$ cat src/rtl/imem_port_arbiter_if.sv
// Instruction-memory port bundle: fetch path, loader path, CPU hold and the
// shared memory port. The arbiter takes the slave view; requesters/testbench
// take the master view.
interface imem_port_arbiter_if #(
  parameter int ADDR_W = 32,
  parameter int DATA_W = 32
);
  logic              fetch_req;
  logic [ADDR_W-1:0] fetch_addr;
  logic              fetch_stall;
  logic              fetch_valid;
  logic              ld_valid;
  logic [ADDR_W-1:0] ld_addr;
  logic [DATA_W-1:0] ld_data;
  logic              ld_ready;
  logic              ld_done;
  logic              cpu_hold;
  logic              mem_en;
  logic              mem_we;
  logic [ADDR_W-1:0] mem_addr;
  logic [DATA_W-1:0] mem_wdata;

  modport slave (
    input  fetch_req, fetch_addr, ld_valid, ld_addr, ld_data, ld_done,
    output fetch_stall, fetch_valid, ld_ready, cpu_hold,
           mem_en, mem_we, mem_addr, mem_wdata
  );

  modport master (
    output fetch_req, fetch_addr, ld_valid, ld_addr, ld_data, ld_done,
    input  fetch_stall, fetch_valid, ld_ready, cpu_hold,
           mem_en, mem_we, mem_addr, mem_wdata
  );
endinterface

$ cat src/rtl/imem_port_arbiter.sv
// Shares the single instruction-memory port between IF fetch and the program
// loader. BOOT lets the loader own the port while the CPU is held; after
// ld_done one DRAIN cycle passes, then RUN gives fetch priority with a
// starvation counter that forces a loader grant after STARVE_MAX waits.
module imem_port_arbiter #(
  parameter int ADDR_W     = 32,
  parameter int DATA_W     = 32,
  parameter int STARVE_MAX = 8
) (
  input  logic                  clk,
  input  logic                  rst,
  imem_port_arbiter_if.slave    bus
);

  localparam int CNT_W = $clog2(STARVE_MAX + 1);

  typedef enum logic [1:0] {
    BOOT  = 2'd0,
    DRAIN = 2'd1,
    RUN   = 2'd2
  } state_t;

  state_t           r_state;
  state_t           w_next_state;
  logic [CNT_W-1:0] r_starve_cnt;
  logic [CNT_W-1:0] w_starve_next;
  logic             r_fetch_valid;
  logic             w_ld_grant;
  logic             w_fetch_grant;
  logic             w_forced;

  // State, starvation counter and fetch-valid registers (sync active-low reset).
  always_ff @(posedge clk) begin
    if (!rst) begin
      r_state       <= BOOT;
      r_starve_cnt  <= '0;
      r_fetch_valid <= 1'b0;
    end else begin
      r_state       <= w_next_state;
      r_starve_cnt  <= w_starve_next;
      r_fetch_valid <= w_fetch_grant;
    end
  end

  // Next state, grant decision, CPU hold and fetch stall.
  // Reset is folded in here so grants are suppressed in the reset cycle itself.
  always_comb begin
    w_next_state    = r_state;
    w_ld_grant      = 1'b0;
    w_fetch_grant   = 1'b0;
    w_forced        = (r_starve_cnt == CNT_W'(STARVE_MAX));
    bus.cpu_hold    = 1'b1;
    bus.fetch_stall = bus.fetch_req;
    if (!rst) begin
      w_next_state = BOOT;
    end else begin
      case (r_state)
        BOOT: begin
          w_ld_grant = bus.ld_valid;
          if (bus.ld_done) w_next_state = DRAIN;
        end
        DRAIN: begin
          w_next_state = RUN;
        end
        RUN: begin
          bus.cpu_hold = 1'b0;
          if (bus.ld_valid && (!bus.fetch_req || w_forced)) begin
            w_ld_grant = 1'b1;
          end else if (bus.fetch_req) begin
            w_fetch_grant = 1'b1;
          end
          bus.fetch_stall = bus.fetch_req & ~w_fetch_grant;
        end
        default: begin
          w_next_state = BOOT;
        end
      endcase
    end
  end

  // Starvation counter: counts ungranted loader cycles in RUN, saturating.
  always_comb begin
    w_starve_next = '0;
    if (rst && (r_state == RUN) && bus.ld_valid && !w_ld_grant) begin
      w_starve_next = w_forced ? r_starve_cnt : r_starve_cnt + CNT_W'(1);
    end
  end

  // Memory port mux and handshake outputs.
  always_comb begin
    bus.ld_ready    = w_ld_grant;
    bus.fetch_valid = r_fetch_valid;
    bus.mem_en      = w_ld_grant | w_fetch_grant;
    bus.mem_we      = w_ld_grant;
    bus.mem_addr    = '0;
    bus.mem_wdata   = '0;
    if (w_ld_grant) begin
      bus.mem_addr  = bus.ld_addr;
      bus.mem_wdata = bus.ld_data;
    end else if (w_fetch_grant) begin
      bus.mem_addr  = bus.fetch_addr;
    end
  end

endmodule
$ cat src/flat_wrapper.sv
// flat-port wrapper written by rule: the top's interface ports become plain ports
module imem_port_arbiter_flat 
#(
  parameter int ADDR_W     = 32,
  parameter int DATA_W     = 32,
  parameter int STARVE_MAX = 8
)
  (clk, rst, bus_fetch_req, bus_fetch_addr, bus_ld_valid, bus_ld_addr, bus_ld_data, bus_ld_done, bus_fetch_stall, bus_fetch_valid, bus_ld_ready, bus_cpu_hold, bus_mem_en, bus_mem_we, bus_mem_addr, bus_mem_wdata);
  imem_port_arbiter_if #(.ADDR_W(ADDR_W), .DATA_W(DATA_W)) bus_i ();
  input  logic clk;
  input  logic rst;
  input wire logic [$bits(bus_i.fetch_req)-1:0] bus_fetch_req;
  input wire logic [$bits(bus_i.fetch_addr)-1:0] bus_fetch_addr;
  input wire logic [$bits(bus_i.ld_valid)-1:0] bus_ld_valid;
  input wire logic [$bits(bus_i.ld_addr)-1:0] bus_ld_addr;
  input wire logic [$bits(bus_i.ld_data)-1:0] bus_ld_data;
  input wire logic [$bits(bus_i.ld_done)-1:0] bus_ld_done;
  output wire logic [$bits(bus_i.fetch_stall)-1:0] bus_fetch_stall;
  output wire logic [$bits(bus_i.fetch_valid)-1:0] bus_fetch_valid;
  output wire logic [$bits(bus_i.ld_ready)-1:0] bus_ld_ready;
  output wire logic [$bits(bus_i.cpu_hold)-1:0] bus_cpu_hold;
  output wire logic [$bits(bus_i.mem_en)-1:0] bus_mem_en;
  output wire logic [$bits(bus_i.mem_we)-1:0] bus_mem_we;
  output wire logic [$bits(bus_i.mem_addr)-1:0] bus_mem_addr;
  output wire logic [$bits(bus_i.mem_wdata)-1:0] bus_mem_wdata;
  assign bus_i.fetch_req = bus_fetch_req;
  assign bus_i.fetch_addr = bus_fetch_addr;
  assign bus_i.ld_valid = bus_ld_valid;
  assign bus_i.ld_addr = bus_ld_addr;
  assign bus_i.ld_data = bus_ld_data;
  assign bus_i.ld_done = bus_ld_done;
  assign bus_fetch_stall = bus_i.fetch_stall;
  assign bus_fetch_valid = bus_i.fetch_valid;
  assign bus_ld_ready = bus_i.ld_ready;
  assign bus_cpu_hold = bus_i.cpu_hold;
  assign bus_mem_en = bus_i.mem_en;
  assign bus_mem_we = bus_i.mem_we;
  assign bus_mem_addr = bus_i.mem_addr;
  assign bus_mem_wdata = bus_i.mem_wdata;
  imem_port_arbiter #(.ADDR_W(ADDR_W), .DATA_W(DATA_W), .STARVE_MAX(STARVE_MAX)) u_core (.clk(clk), .rst(rst), .bus(bus_i));
endmodule
$ cat config.mk
export PLATFORM = sky130hd
export DESIGN_NAME = imem_port_arbiter_flat
export DESIGN_NICKNAME = d
export VERILOG_FILES = /design/src/rtl/imem_port_arbiter_if.sv /design/src/rtl/imem_port_arbiter.sv /design/src/flat_wrapper.sv
export SDC_FILE = /design/constraint.sdc
export NUM_CORES = 1
export LEC_CHECK = 0
export ABC_AREA = 1
export BUFFER_PORTS_ARGS = -buffer_cell sky130_fd_sc_hd__buf_2
export CORE_AREA = 2 2 66 68
export DETAILED_ROUTE_END_ITERATION = 8
export DIE_AREA = 0 0 68 70
export HOLD_SLACK_MARGIN = 0.1
export PLACE_DENSITY = 0.78
export SYNTH_ARGS = -nofsm -noshare
export SYNTH_HDL_FRONTEND = slang
export SYNTH_SLANG_ARGS = --single-unit
$ cat constraint.sdc
create_clock -name clk -period 1.6 [get_ports clk]
set_input_delay 0.16 -clock clk [delete_from_list [all_inputs] [get_ports clk]]
set_output_delay 0.16 -clock clk [all_outputs]
set_load 0.05 [all_outputs]
Yosys cells after proc, flatten, opt, wreduce, memory -nomap -nowiden
Index checks and enable logic that the tools add are counted.
- shift-type cells: 0
- div/mod/pow operators: 0
- reduce and logical (&&, ||, !) cells: 10
- bitwise operators: 4
- $add $sub $neg: 1
- eq/ne operators: 4
- multiplexer cells: 18
- order comparisons: 0
- $mul: 0
- operators with widths (cell ; count):
    $mux W32 ; 3
    $mux W1 ; 12
    $pmux W2 S3 ; 1
    $add A4 B1 Y4 const B ; 1
    $eq A4 B4 Y1 const B ; 1
    $logic_and A1 B1 Y1 ; 4
    $reduce_and A2 Y1 ; 2
    $eq A2 B1 Y1 const B ; 1
    $eq A2 B2 Y1 const B ; 1
    $logic_not A1 Y1 ; 2
    $logic_not A2 Y1 ; 1
    $mux W2 ; 1
    $ne A2 B2 Y1 const B ; 1
    $not A1 Y1 ; 2
    $pmux W1 S2 ; 1
    $and A1 B1 Y1 ; 1
    $logic_or A1 B1 Y1 ; 1
    $or A1 B1 Y1 ; 1
- bits of input ports: 101
- bits in writable memories: 0
- latch bits: 0
- output and inout port bits: 70
- memories kept: 0
- ROM bits: 0
- register bits after elaboration: 7

Longest topological paths before layout
Gate-level depths: netlist (run 1).
- depth in word-level cells: 10
- gate-level depth with buffers: 8
- mapped depth without buffers: 7

Worst setup path before layout (run 1)
No wires, ideal clock.
- path kind: register -> output
- start: register u_core.r_starve_cnt[0]
- end: output port bus_fetch_stall
- data arrival time: 1.740 ns
- buffers on the path: 1
- stages on the path, launching flop included: 8
- slack: -0.300 ns
- cells stage by stage: dfxtp_1 inv_1 ha_1 nand3_2 nand2_1 nand2_2 buf_2 a21oi_1
- word-level cells in the longest chain between the ends: 10
- ends and longest elaborated chain (what ; line ; source):
    start: declaration ; imem_port_arbiter.sv:25 ; logic [CNT_W-1:0] r_starve_cnt;
    start signal: assignment ; imem_port_arbiter.sv:40 ; r_starve_cnt <= w_starve_next;
    $eq A4 B4 Y1 ; imem_port_arbiter.sv:51 ; w_forced = (r_starve_cnt == CNT_W'(STARVE_MAX));
    $logic_or A1 B1 Y1 ; imem_port_arbiter.sv:67 ; if (bus.ld_valid && (!bus.fetch_req || w_forced)) begin
    $logic_and A1 B1 Y1 ; imem_port_arbiter.sv:67 ;
    $mux W1 ; imem_port_arbiter.sv:67 ;
    $mux W1 ; imem_port_arbiter.sv:57 ; case (r_state)
    $mux W1 ; imem_port_arbiter.sv:54 ; if (!rst) begin
    $not A1 Y1 ; imem_port_arbiter.sv:72 ; bus.fetch_stall = bus.fetch_req & ~w_fetch_grant;
    $and A1 B1 Y1 ; imem_port_arbiter.sv:72 ;
    $mux W1 ; imem_port_arbiter.sv:57 ;
    $mux W1 ; imem_port_arbiter.sv:54 ;
    end: declaration ; flat_wrapper.sv:18 ; output wire logic [$bits(bus_i.fetch_stall)-1:0] bus_fetch_stall;
No other way between the ends. The select of a mux whose other input is x is not followed.

Final worst setup path (run 1)
- start: register u_core.r_starve_cnt[1]
- end: output port bus_mem_wdata[18]
- word-level cells in the longest chain between the ends: 7
- ends and longest elaborated chain (what ; line ; source):
    $eq A4 B4 Y1 ; imem_port_arbiter.sv:51 ;
    $logic_or A1 B1 Y1 ; imem_port_arbiter.sv:67 ;
    $logic_and A1 B1 Y1 ; imem_port_arbiter.sv:67 ;
    $mux W1 ; imem_port_arbiter.sv:67 ;
    $pmux W1 S2 ; imem_port_arbiter.sv:57 ;
    $mux W1 ; imem_port_arbiter.sv:54 ;
    $mux W32 ; imem_port_arbiter.sv:97 ; if (w_ld_grant) begin
    end: declaration ; flat_wrapper.sv:25 ; output wire logic [$bits(bus_i.mem_wdata)-1:0] bus_mem_wdata;
No other way between the ends.

==> results of run 1 <==
==> registers in the layout, indices dropped and copies added (netlist names) <==
register and flops:
u_core.r_starve_cnt 4, u_core.r_state 2, u_core.bus.fetch_valid 1
==> synth_stat cells <==
library cell,n,area (µm²)
o21ai_0,2,10.0
ha_1,2,25.0
xor2_1,1,8.76
buf_4,5,37.5
and3_1,2,12.5
nand2_1,37,139
nor2_4,1,11.3
nor2_1,37,139
nand2_4,1,11.3
nand3_1,66,330
nand3_2,3,30.0
or2_2,1,6.26
inv_2,1,3.75
buf_2,9,45.0
buf_6,3,33.8
nand4_1,1,6.26
dfxtp_1,7,140
inv_1,40,150
nand2_2,1,6.26
a21oi_1,2,10.0
==> metrics by stage <==
stage                     hold WS [ns]  worst slack [ns]  instances  setup TNS [ns]  util (%)
after detailed placement         0.415            0.0321        436               0      53.5
after global placement           0.401            0.0769        436               0      53.5
after floorplan                  0.298            -0.161        222           -4.34         -
after CTS                        0.174            -0.128        450           -5.29      71.8
final                            0.187            -0.145        453           -5.76      75.5
after global routing             0.178            -0.208        453           -9.84      75.5
==> area by class of cell <==
type	count	share of cell area (%)
multi-input cells	158	33.0
flip-flops and latches	7	4.56
inverters	41	5.04
repair buffers	191	53.9
well taps	52	2.08
clock buffers	4	1.44
==> what timing repair did <==
| action | CTS | global route |
|---|---|---|
| setup buffers | 8 | 2 |
| gates cloned | 2 | 3 |
| setup endpoints to repair | 68 | 68 |
| gates resized for setup | 195 | 34 |
| pin swaps | 2 | 7 |
==> power by group <==
part / switching [µW] / internal (µW) / leakage, µW
clock: 78.8 / 173 / 0.0000228
combinational: 577 / 396 / 0.00161
sequential: 5.45 / 180 / 0.0000578
==> worst min-delay path by stage <==
| stage | slack [ns] | end | startpoint |
|---|---|---|---|
| after floorplan | 0.30 | u_core.r_state[1]$_SDFFE_PN0P_ | rst |
| after global placement | 0.40 | u_core.r_state[0]$_SDFFE_PN0P_ | bus_ld_done |
| after detailed placement | 0.41 | u_core.r_state[0]$_SDFFE_PN0P_ | bus_ld_done |
| after CTS | 0.17 | u_core.r_state[0]$_SDFFE_PN0P_ | bus_ld_done |
| after global routing | 0.18 | u_core.r_state[0]$_SDFFE_PN0P_ | bus_ld_done |
| final | 0.19 | u_core.r_state[0]$_SDFFE_PN0P_ | bus_ld_done |
==> cell families after synthesis <==
| kind of cell | count (synthesis) | share of synthesized area [%] |
|---|---|---|
| buf+inv | 58 | 23.4 |
| simple gates | 150 | 59.8 |
| compound gates | 4 | 1.73 |
| fa+ha+maj | 2 | 2.16 |
| flops | 7 | 12.1 |
| xor+xnor | 1 | 0.758 |
==> worst reg2reg max path, stage by stage, from the launching register on <==
cell and delay [ns]:
dfxtp_2 0.32, inv_2 0.07, ha_4 0.14, nand3_4 0.08, buf_4 0.15, buf_4 0.12
o21ai_0 0.16, inv_1 0.06, nor2_1 0.10
==> metal layers <==
| layer | vias to the layer above | wire [µm] | track usage (%) |
|---|---|---|---|
| met5 | - | 0 | 0 |
| met4 | 0 | 190 | 10.4 |
| met3 | 21 | 691 | 4.51 |
| met2 | 145 | 3520 | 44.7 |
| met1 | 1006 | 2340 | 23.3 |
| li1 | 1047 | - | - |
==> out/qor.yml, run 1 <==
run_status:
  outcome: "finished, violations left"
  violations: "negative setup slack"
min_path:
  hold_depth: 2
  hp-class: "in2reg"
critical_path:
  cp-start-kind: "register"
  path_cells: "inv_2 > ha_4 > nand3_4 > nand3_4 > nand2_8 > buf_12 > nor2_2 > buf_6"
  arrival_ns: 1.58
  path_common_cell: "nand3_4"
  crit_end: "bus_mem_wdata[18]"
  path_buf_inv: 3
  r2r_cells: 8
  criticalPathCategory: "reg2out"
  worstPathMaxFanout: 10
  crit_cells: 8
  crit_required_ns: 1.44
  cp-startpoint: "u_core.r_starve_cnt[1]$_SDFFE_PN0N_"
  worstSetupEndpointType: "output port"
  r2r_end: "u_core.r_starve_cnt[1]$_SDFFE_PN0N_"
  path_delay_family: "simple AND/OR/NAND/NOR gates"
  r2r_start: "u_core.r_starve_cnt[1]$_SDFFE_PN0N_"
  cp_slowest_cell: "dfxtp_2"
  r2r_setup_slack_ns: 0.33
  slowest_delay_ns: 0.32
route:
  drt-initial-drc-count: 77
  wl_per_cell_um: 14.9
  firstDrtPassIters: 4
  drt-total-wl_um: 6740
  vias: 2219
  route.detailed.drc: 0
  vias_per_cell: 4.90
  drtAntennaViolNets: 0
clocking:
  hold_buffers: 0
  clock_latency_ns: 0.23
  clock_sinks: 7
  cts_tree: "done"
  htreeDepth: 1
  ctsRootBufferMaster: "clkbuf_8"
  path_clk_slew_ns: 0.04
  cts_made_buffers: 3
  clock_path_buffers: 2
global_route:
  grt_pass1_wl_um: 8840
  antenna_found_initial: 0
  grt_max_degree: 33
  grt_pass1_vias: 2155
  gr-total-overflow: 0
  track_usage_pct: 23.4
yosys:
  netlist_area_mm2: 0.00116
  synth_nets: 325
  ys_seq_area_share_pct: 12.1
  syn_area_per_cell_um2: 5.21
  synthDistinctLibCells: 20
  synth_seq_cells: 7
  synthCells: 222
  yosysWarnings: 0
finish:
  fill_cells: 275
  syn2layout_area_growth_pct: 171
  area.sequential_um2: 143
  final_common_cell: "buf_2"
  multi_input_area_mm2: 0.00103
  finalInstanceArea_mm2: 0.00313
  layout-drive-gt1-share_pct: 68.6
  nets: 505
  n_antenna_cell: 0
  layout_common_cells: "buf_2, nand3_1, inv_1, buf_8, buf_6"
placed_design:
  post_dp_cell_area_mm2: 0.00222
  hpwl_um: 3590
  numPortBuffers: 170
  gp_congestion: 0.743
timing:
  tightest_slew_ns: 0.256
  finalMaxSlewViolations: 0
  rsz0062_at_grt: "yes"
  period_minus_slack_ns: 1.74
  fin_skew_ns: 0.00345
  fmax_mhz: 573
  timing.final.ws_setup_ns: -0.145
  slew_headroom_pct: 83.1
  setup_violations: 67
  fin_crit_sh_pct: 109
  hold_viol_final: 0
run:
  drv_cap: 0
floorplan:
  die_area_mm2: 0.00476
  core_mm2: 0.00414
  die_w_um: 68
  ios: 171
  die_h_um: 70
  rows: 24
  initial_core_util_pct: 27.9
power_and_ir_drop:
  power_density_mw_per_mm2: 451
  max-vdd-ir-drop_mv: 0.590
  totalPowerFinal_uw: 1410
  p_leak_uw: 0.00169
(Power assumes the default switching activity.)
==> inputs of run 2 (changes only) <==
==> constraint.sdc (replaced) <==
create_clock -name clk -period 1.9 [get_ports clk]
set_input_delay 0.19 -clock clk [delete_from_list [all_inputs] [get_ports clk]]
set_output_delay 0.19 -clock clk [all_outputs]
set_load 0.05 [all_outputs]
==> out/qor.yml, run 2 (synthesized netlist as in run 1, its figures left out) <==
clocking:
  ctsRootBufferMaster: "clkbuf_8"
  clock_latency_ns: 0.23  # about the same
  clock_sinks: 7  # unchanged
  clock_path_buffers: 2  # unchanged
  cts_tree: "done"
  path_clk_slew_ns: 0.04  # about the same
  htreeDepth: 1  # unchanged
  cts_made_buffers: 3  # unchanged
critical_path:
  cp-startpoint: "u_core.r_starve_cnt[0]$_SDFFE_PN0N_"
  r2r_setup_slack_ns: 0.65  # +0.32 ns
  cp-start-kind: "register"
  r2r_cells: 8  # unchanged
  crit_end: "bus_mem_addr[11]"
  criticalPathCategory: "reg2out"
  worstSetupEndpointType: "output port"
  r2r_start: "u_core.r_starve_cnt[0]$_SDFFE_PN0N_"
  worstPathMaxFanout: 7  # -3
  r2r_end: "u_core.bus.fetch_valid$_SDFF_PN0_"
  crit_required_ns: 1.71  # +0.27 ns
  arrival_ns: 1.62  # +0.04 ns
finish:
  instances_no_fill: 439  # -3.1%
  final_common_cell: "buf_2"
  layout-drive-gt1-share_pct: 50.4  # -18 points
  nets: 491  # -2.8%
  layout_common_cells: "buf_2, nand3_1, inv_1"
  final_util_pct: 57.1  # -18 points
  fill_cells: 393  # +43%
  syn2layout_area_growth_pct: 105
  largest_reg_flops: 4  # unchanged
  n_antenna_cell: 0  # unchanged
  regMostFlops: "u_core.r_starve_cnt"
floorplan:
  initial_core_util_pct: 27.9  # unchanged
  die_area_mm2: 0.00476  # unchanged
  die_w_um: 68  # unchanged
  die_h_um: 70  # unchanged
  rows: 24  # unchanged
  ios: 171  # unchanged
  core_mm2: 0.00414  # unchanged
global_route:
  grt_pass1_vias: 1762  # -18%
  grt_max_degree: 35  # +6.1%
  track_usage_pct: 17.5  # -5.9 points
  antenna_found_initial: 0  # unchanged
  gr-total-overflow: 0  # unchanged
  grt_pass1_wl_um: 6870  # -22%
timing:
  finalMaxSlewViolations: 0  # unchanged
  slew_headroom_pct: 80.9  # -2.2 points
  fmax_mhz: 553
  fin_crit_sh_pct: 95.2
  fin_skew_ns: 0.00327  # -0.000177 ns
  rsz0062_at_grt: "yes"
  tightest_slew_ns: 0.287  # +0.0314 ns
  period_minus_slack_ns: 1.81
  setup_violations: 0  # -100%
  hold_ws_ns: 0.207  # +0.0197 ns
  hold_viol_final: 0  # unchanged
  timing.final.ws_setup_ns: 0.0905  # +0.235 ns
min_path:
  hp-class: "in2reg"
placed_design:
  dp_slack_ns: 0.185  # +0.153 ns
  numPortBuffers: 170  # unchanged
  hpwl_um: 3480  # -2.8%
  dp_cells: 433  # -0.69%
  gp_congestion: 0.800  # +7.8%
route:
  drt-initial-drc-count: 87  # +13%
  vias: 1984  # -11%
  firstDrtPassIters: 4  # unchanged
  route.detailed.drc: 0  # unchanged
  vias_per_cell: 4.52  # -7.7%
  wl_per_cell_um: 11.0  # -26%
  drtAntennaViolNets: 0  # unchanged
  drt-total-wl_um: 4810  # -29%
run:
  drv_cap: 0  # unchanged
power_and_ir_drop:
  power_density_mw_per_mm2: 420  # -6.7%
  p_leak_uw: 0.00154  # -9.0%
  max-vdd-ir-drop_mv: 0.378  # -36%
run_status:
  outcome: "finished clean"
run 2: cell count changes in the layout (fill, tap and decap cells not counted), sizes merged:
| cell | delta |
|---|---|
| nand2 | -1 |
| clkinvlp | -1 |
| clkbuf | +9 |
| buf | -22 |
| inv | +1 |
run 2: worst min-delay path by stage:
stage                 from                              to  slack [ns]  depth (start not counted)
2_1_floorplan          rst  u_core.r_state[1]$_SDFFE_PN0P_        0.33                          2
3_3_place_gp   bus_ld_done  u_core.r_state[0]$_SDFFE_PN0P_        0.43                          2
3_5_place_dp   bus_ld_done  u_core.r_state[0]$_SDFFE_PN0P_        0.44                          2
4_1_cts        bus_ld_done  u_core.r_state[0]$_SDFFE_PN0P_        0.20                          2
5_1_grt        bus_ld_done  u_core.r_state[0]$_SDFFE_PN0P_        0.21                          2
6_report       bus_ld_done  u_core.r_state[0]$_SDFFE_PN0P_        0.21                          2
run 2: routing by layer:
metal  vias up  share of wire (%)  GRT usage, %
li1       1017                  -             -
met1       859                 36          16.8
met2       106                 53          35.9
met3         2                 10          2.74
met4         0               0.27          4.67
met5         -                  0             0
run 2: area by class of cell:
cell class / instances / area (µm²) / share of cell area (%)
repair buffers: 178 / 1170 / 49.5
clock buffers: 4 / 45.0 / 1.90
inverters: 41 / 154 / 6.50
multi-input cells: 157 / 788 / 33.3
flip-flops and latches: 7 / 143 / 6.03
well taps: 52 / 65.1 / 2.75
run 2: power by group:
part	switching [µW]	leakage (µW)	internal, µW	total, µW
clock network	62.5	0.0000228	145	208
logic	409	0.00146	222	631
registers	5.50	0.0000578	152	157
run 2: repair_timing:
| action | in CTS | in global routing |
|---|---|---|
| resized for setup | 35 | 45 |
| gates cloned | 0 | 2 |
| hold buffers | 0 | 0 |
| pin swaps | 0 | 3 |
| buffers inserted | 0 | 0 |
| setup endpoints to repair | 56 | 68 |
run 2: critical path: stages (launching register included):
cell	delay [ns]
dfxtp_2	0.34
inv_1	0.05
ha_2	0.19
nand3_4	0.12
nand2_2	0.07
nand2_4	0.12
clkbuf_16	0.16
nand3_1	0.06
nand2_1	0.07
buf_4	0.20
run 2: per-stage QoR:
stage / total power (µW) / setup TNS, ns / instance area, µm²
floorplan: 539 / 0 / 1160
global placement: 717 / 0 / 2040
detailed placement: 722 / 0 / 2040
CTS: 964 / 0 / 2190
global route: 1050 / -0.0267 / 2370
finish: 995 / 0 / 2370
==> inputs of run 3 (changes only) <==
==> constraint.sdc (replaced) <==
create_clock -name clk -period 2 [get_ports clk]
set_input_delay 0.2 -clock clk [delete_from_list [all_inputs] [get_ports clk]]
set_output_delay 0.2 -clock clk [all_outputs]
set_load 0.05 [all_outputs]
==> out/qor.yml, run 3 (synthesized netlist as in run 1, its figures left out) <==
finish:
  n_antenna_cell: 0  # unchanged
  regMostFlops: "u_core.r_starve_cnt"
  layout-drive-gt1-share_pct: 49.2  # -1.2 points
  nets: 490  # -0.20%
  largest_reg_flops: 4  # unchanged
  layout_common_cells: "buf_2, nand3_1, inv_1"
  instances_no_fill: 438  # -0.23%
  final_common_cell: "buf_2"
  syn2layout_area_growth_pct: 98.4
timing:
  finalMaxSlewViolations: 0  # unchanged
  setup-tns-final_ns: 0  # unchanged
  fin_crit_sh_pct: 94.4
  rsz0062_at_grt: "yes"
  slew_headroom_pct: 77.9  # -3.0 points
  fin_skew_ns: 0.00190  # -0.00137 ns
  tightest_slew_ns: 0.331  # +0.0442 ns
  period_minus_slack_ns: 1.89
  setup_violations: 0  # unchanged
  hold_viol_final: 0  # unchanged
  fmax_mhz: 529
global_route:
  grt_pass1_vias: 1675  # -4.9%
  grt_use_met2_pct: 34.4  # -1.5 points
  gr-max-usage-layer: "met2"
  met3_usage_pct: 3.86  # +1.1 points
  grt_pass1_wl_um: 6610  # -3.7%
  track_usage_pct: 17.2  # -0.33 points
  grt_util_met1_pct: 17.1  # +0.26 points
  antenna_found_initial: 0  # unchanged
  grt_max_degree: 35  # unchanged
  gr-total-overflow: 0  # unchanged
placed_design:
  numPortBuffers: 170  # unchanged
  dp_cells: 433  # unchanged
  gp_congestion: 0.791  # -1.2%
  hpwl_um: 3790  # +8.8%
floorplan:
  core_mm2: 0.00414  # unchanged
  die_h_um: 70  # unchanged
  die_w_um: 68  # unchanged
  ios: 171  # unchanged
  die_area_mm2: 0.00476  # unchanged
  rows: 24  # unchanged
  initial_core_util_pct: 27.9  # unchanged
clocking:
  clock_path_buffers: 2  # unchanged
  clock_sinks: 7  # unchanged
  cts_tree: "done"
  postCtsSetupBuffers: 0  # unchanged
  htreeDepth: 1  # unchanged
  cts_made_buffers: 3  # unchanged
  clock_latency_ns: 0.22  # about the same
  path_clk_slew_ns: 0.04  # about the same
  ctsRootBufferMaster: "clkbuf_8"
critical_path:
  crit_required_ns: 1.80  # +0.09 ns
  cp-start-kind: "register"
  worstSetupEndpointType: "output port"
  arrival_ns: 1.69  # +0.07 ns
  criticalPathCategory: "reg2out"
  worstPathMaxFanout: 21  # +14
power_and_ir_drop:
  p_leak_uw: 0.00150  # -2.3%
  totalPowerFinal_uw: 926  # -7.0%
  power_density_mw_per_mm2: 404  # -4.0%
  max-vdd-ir-drop_mv: 0.325  # -14%
route:
  drt-initial-drc-count: 85  # -2.3%
  firstDrtPassIters: 4  # unchanged
  wl_per_cell_um: 11.3  # +3.2%
  drtAntennaViolNets: 0  # unchanged
  vias: 1998  # +0.71%
  vias_per_cell: 4.56  # +0.94%
  route.detailed.drc: 0  # unchanged
  drt-total-wl_um: 4960  # +3.0%
run:
  drv_cap: 0  # unchanged
run_status:
  outcome: "finished clean"
min_path:
  hp-class: "in2reg"
[run 3: changes by cell type in the layout (fill, tap and decap cells not counted), sizes merged]
cell,delta
buf,-18
clkbuf,+17
[run 3: worst max-delay path, cell delays in order (launching register included)]
cell,delay (ns)
dfxtp_1,0.32
inv_1,0.07
ha_1,0.15
nand3_2,0.13
nand3_2,0.13
buf_4,0.24
nand3_1,0.09
nand2_1,0.07
buf_2,0.25
[run 3: worst paths after layout]
| path | start | end | slack, ns | cells after the start |
|---|---|---|---|---|
| min reg2reg | u_core.r_starve_cnt[0]$_SDFFE_PN0N_ | u_core.r_starve_cnt[0]$_SDFFE_PN0N_ | 0.43 | 1 |
| max | u_core.r_starve_cnt[1]$_SDFFE_PN0N_ | bus_mem_addr[7] | 0.11 | 8 |
| max reg2reg | u_core.r_starve_cnt[1]$_SDFFE_PN0N_ | u_core.bus.fetch_valid$_SDFF_PN0_ | 0.73 | 8 |
| min | bus_ld_done | u_core.r_state[0]$_SDFFE_PN0P_ | 0.22 | 2 |
[run 3: where the power goes]
group | internal, µW | total, µW | switching [µW]
Clock | 137 | 192 | 54.7
Combinational | 201 | 586 | 384
Sequential | 144 | 148 | 4.07
[run 3: what timing repair did]
action                     4_1_cts  5_1_grt
hold endpoints to repair         0        0
setup endpoints to repair        0       67
hold buffers                     0        0
resized for setup                0       92
[run 3: area by class of cell]
cell class,instances,area [µm²]
Fill cell,389,1850
Timing Repair Buffer,177,1140
Multi-Input combinational cell,157,748
Inverter,41,154
Sequential cell,7,141
Tap cell,52,65.1
Clock buffer,4,45.0
[run 3: metrics by stage]
stage	hold WS (ns)	utilization [%]	setup slack, ns	cell area (µm²)
after floorplan	0.338	-	0.0596	1160
after global placement	0.443	49.2	0.325	2040
after detailed placement	0.448	49.2	0.292	2040
after CTS	0.218	50.3	0.0453	2090
after global routing	0.226	55.3	-0.0264	2290
final	0.219	55.3	0.111	2290
[run 3: routing by layer]
metal,wire (µm),vias up
li1,-,1013
met1,1800,873
met2,2570,112
met3,588,0
met4,0,0
met5,0,-
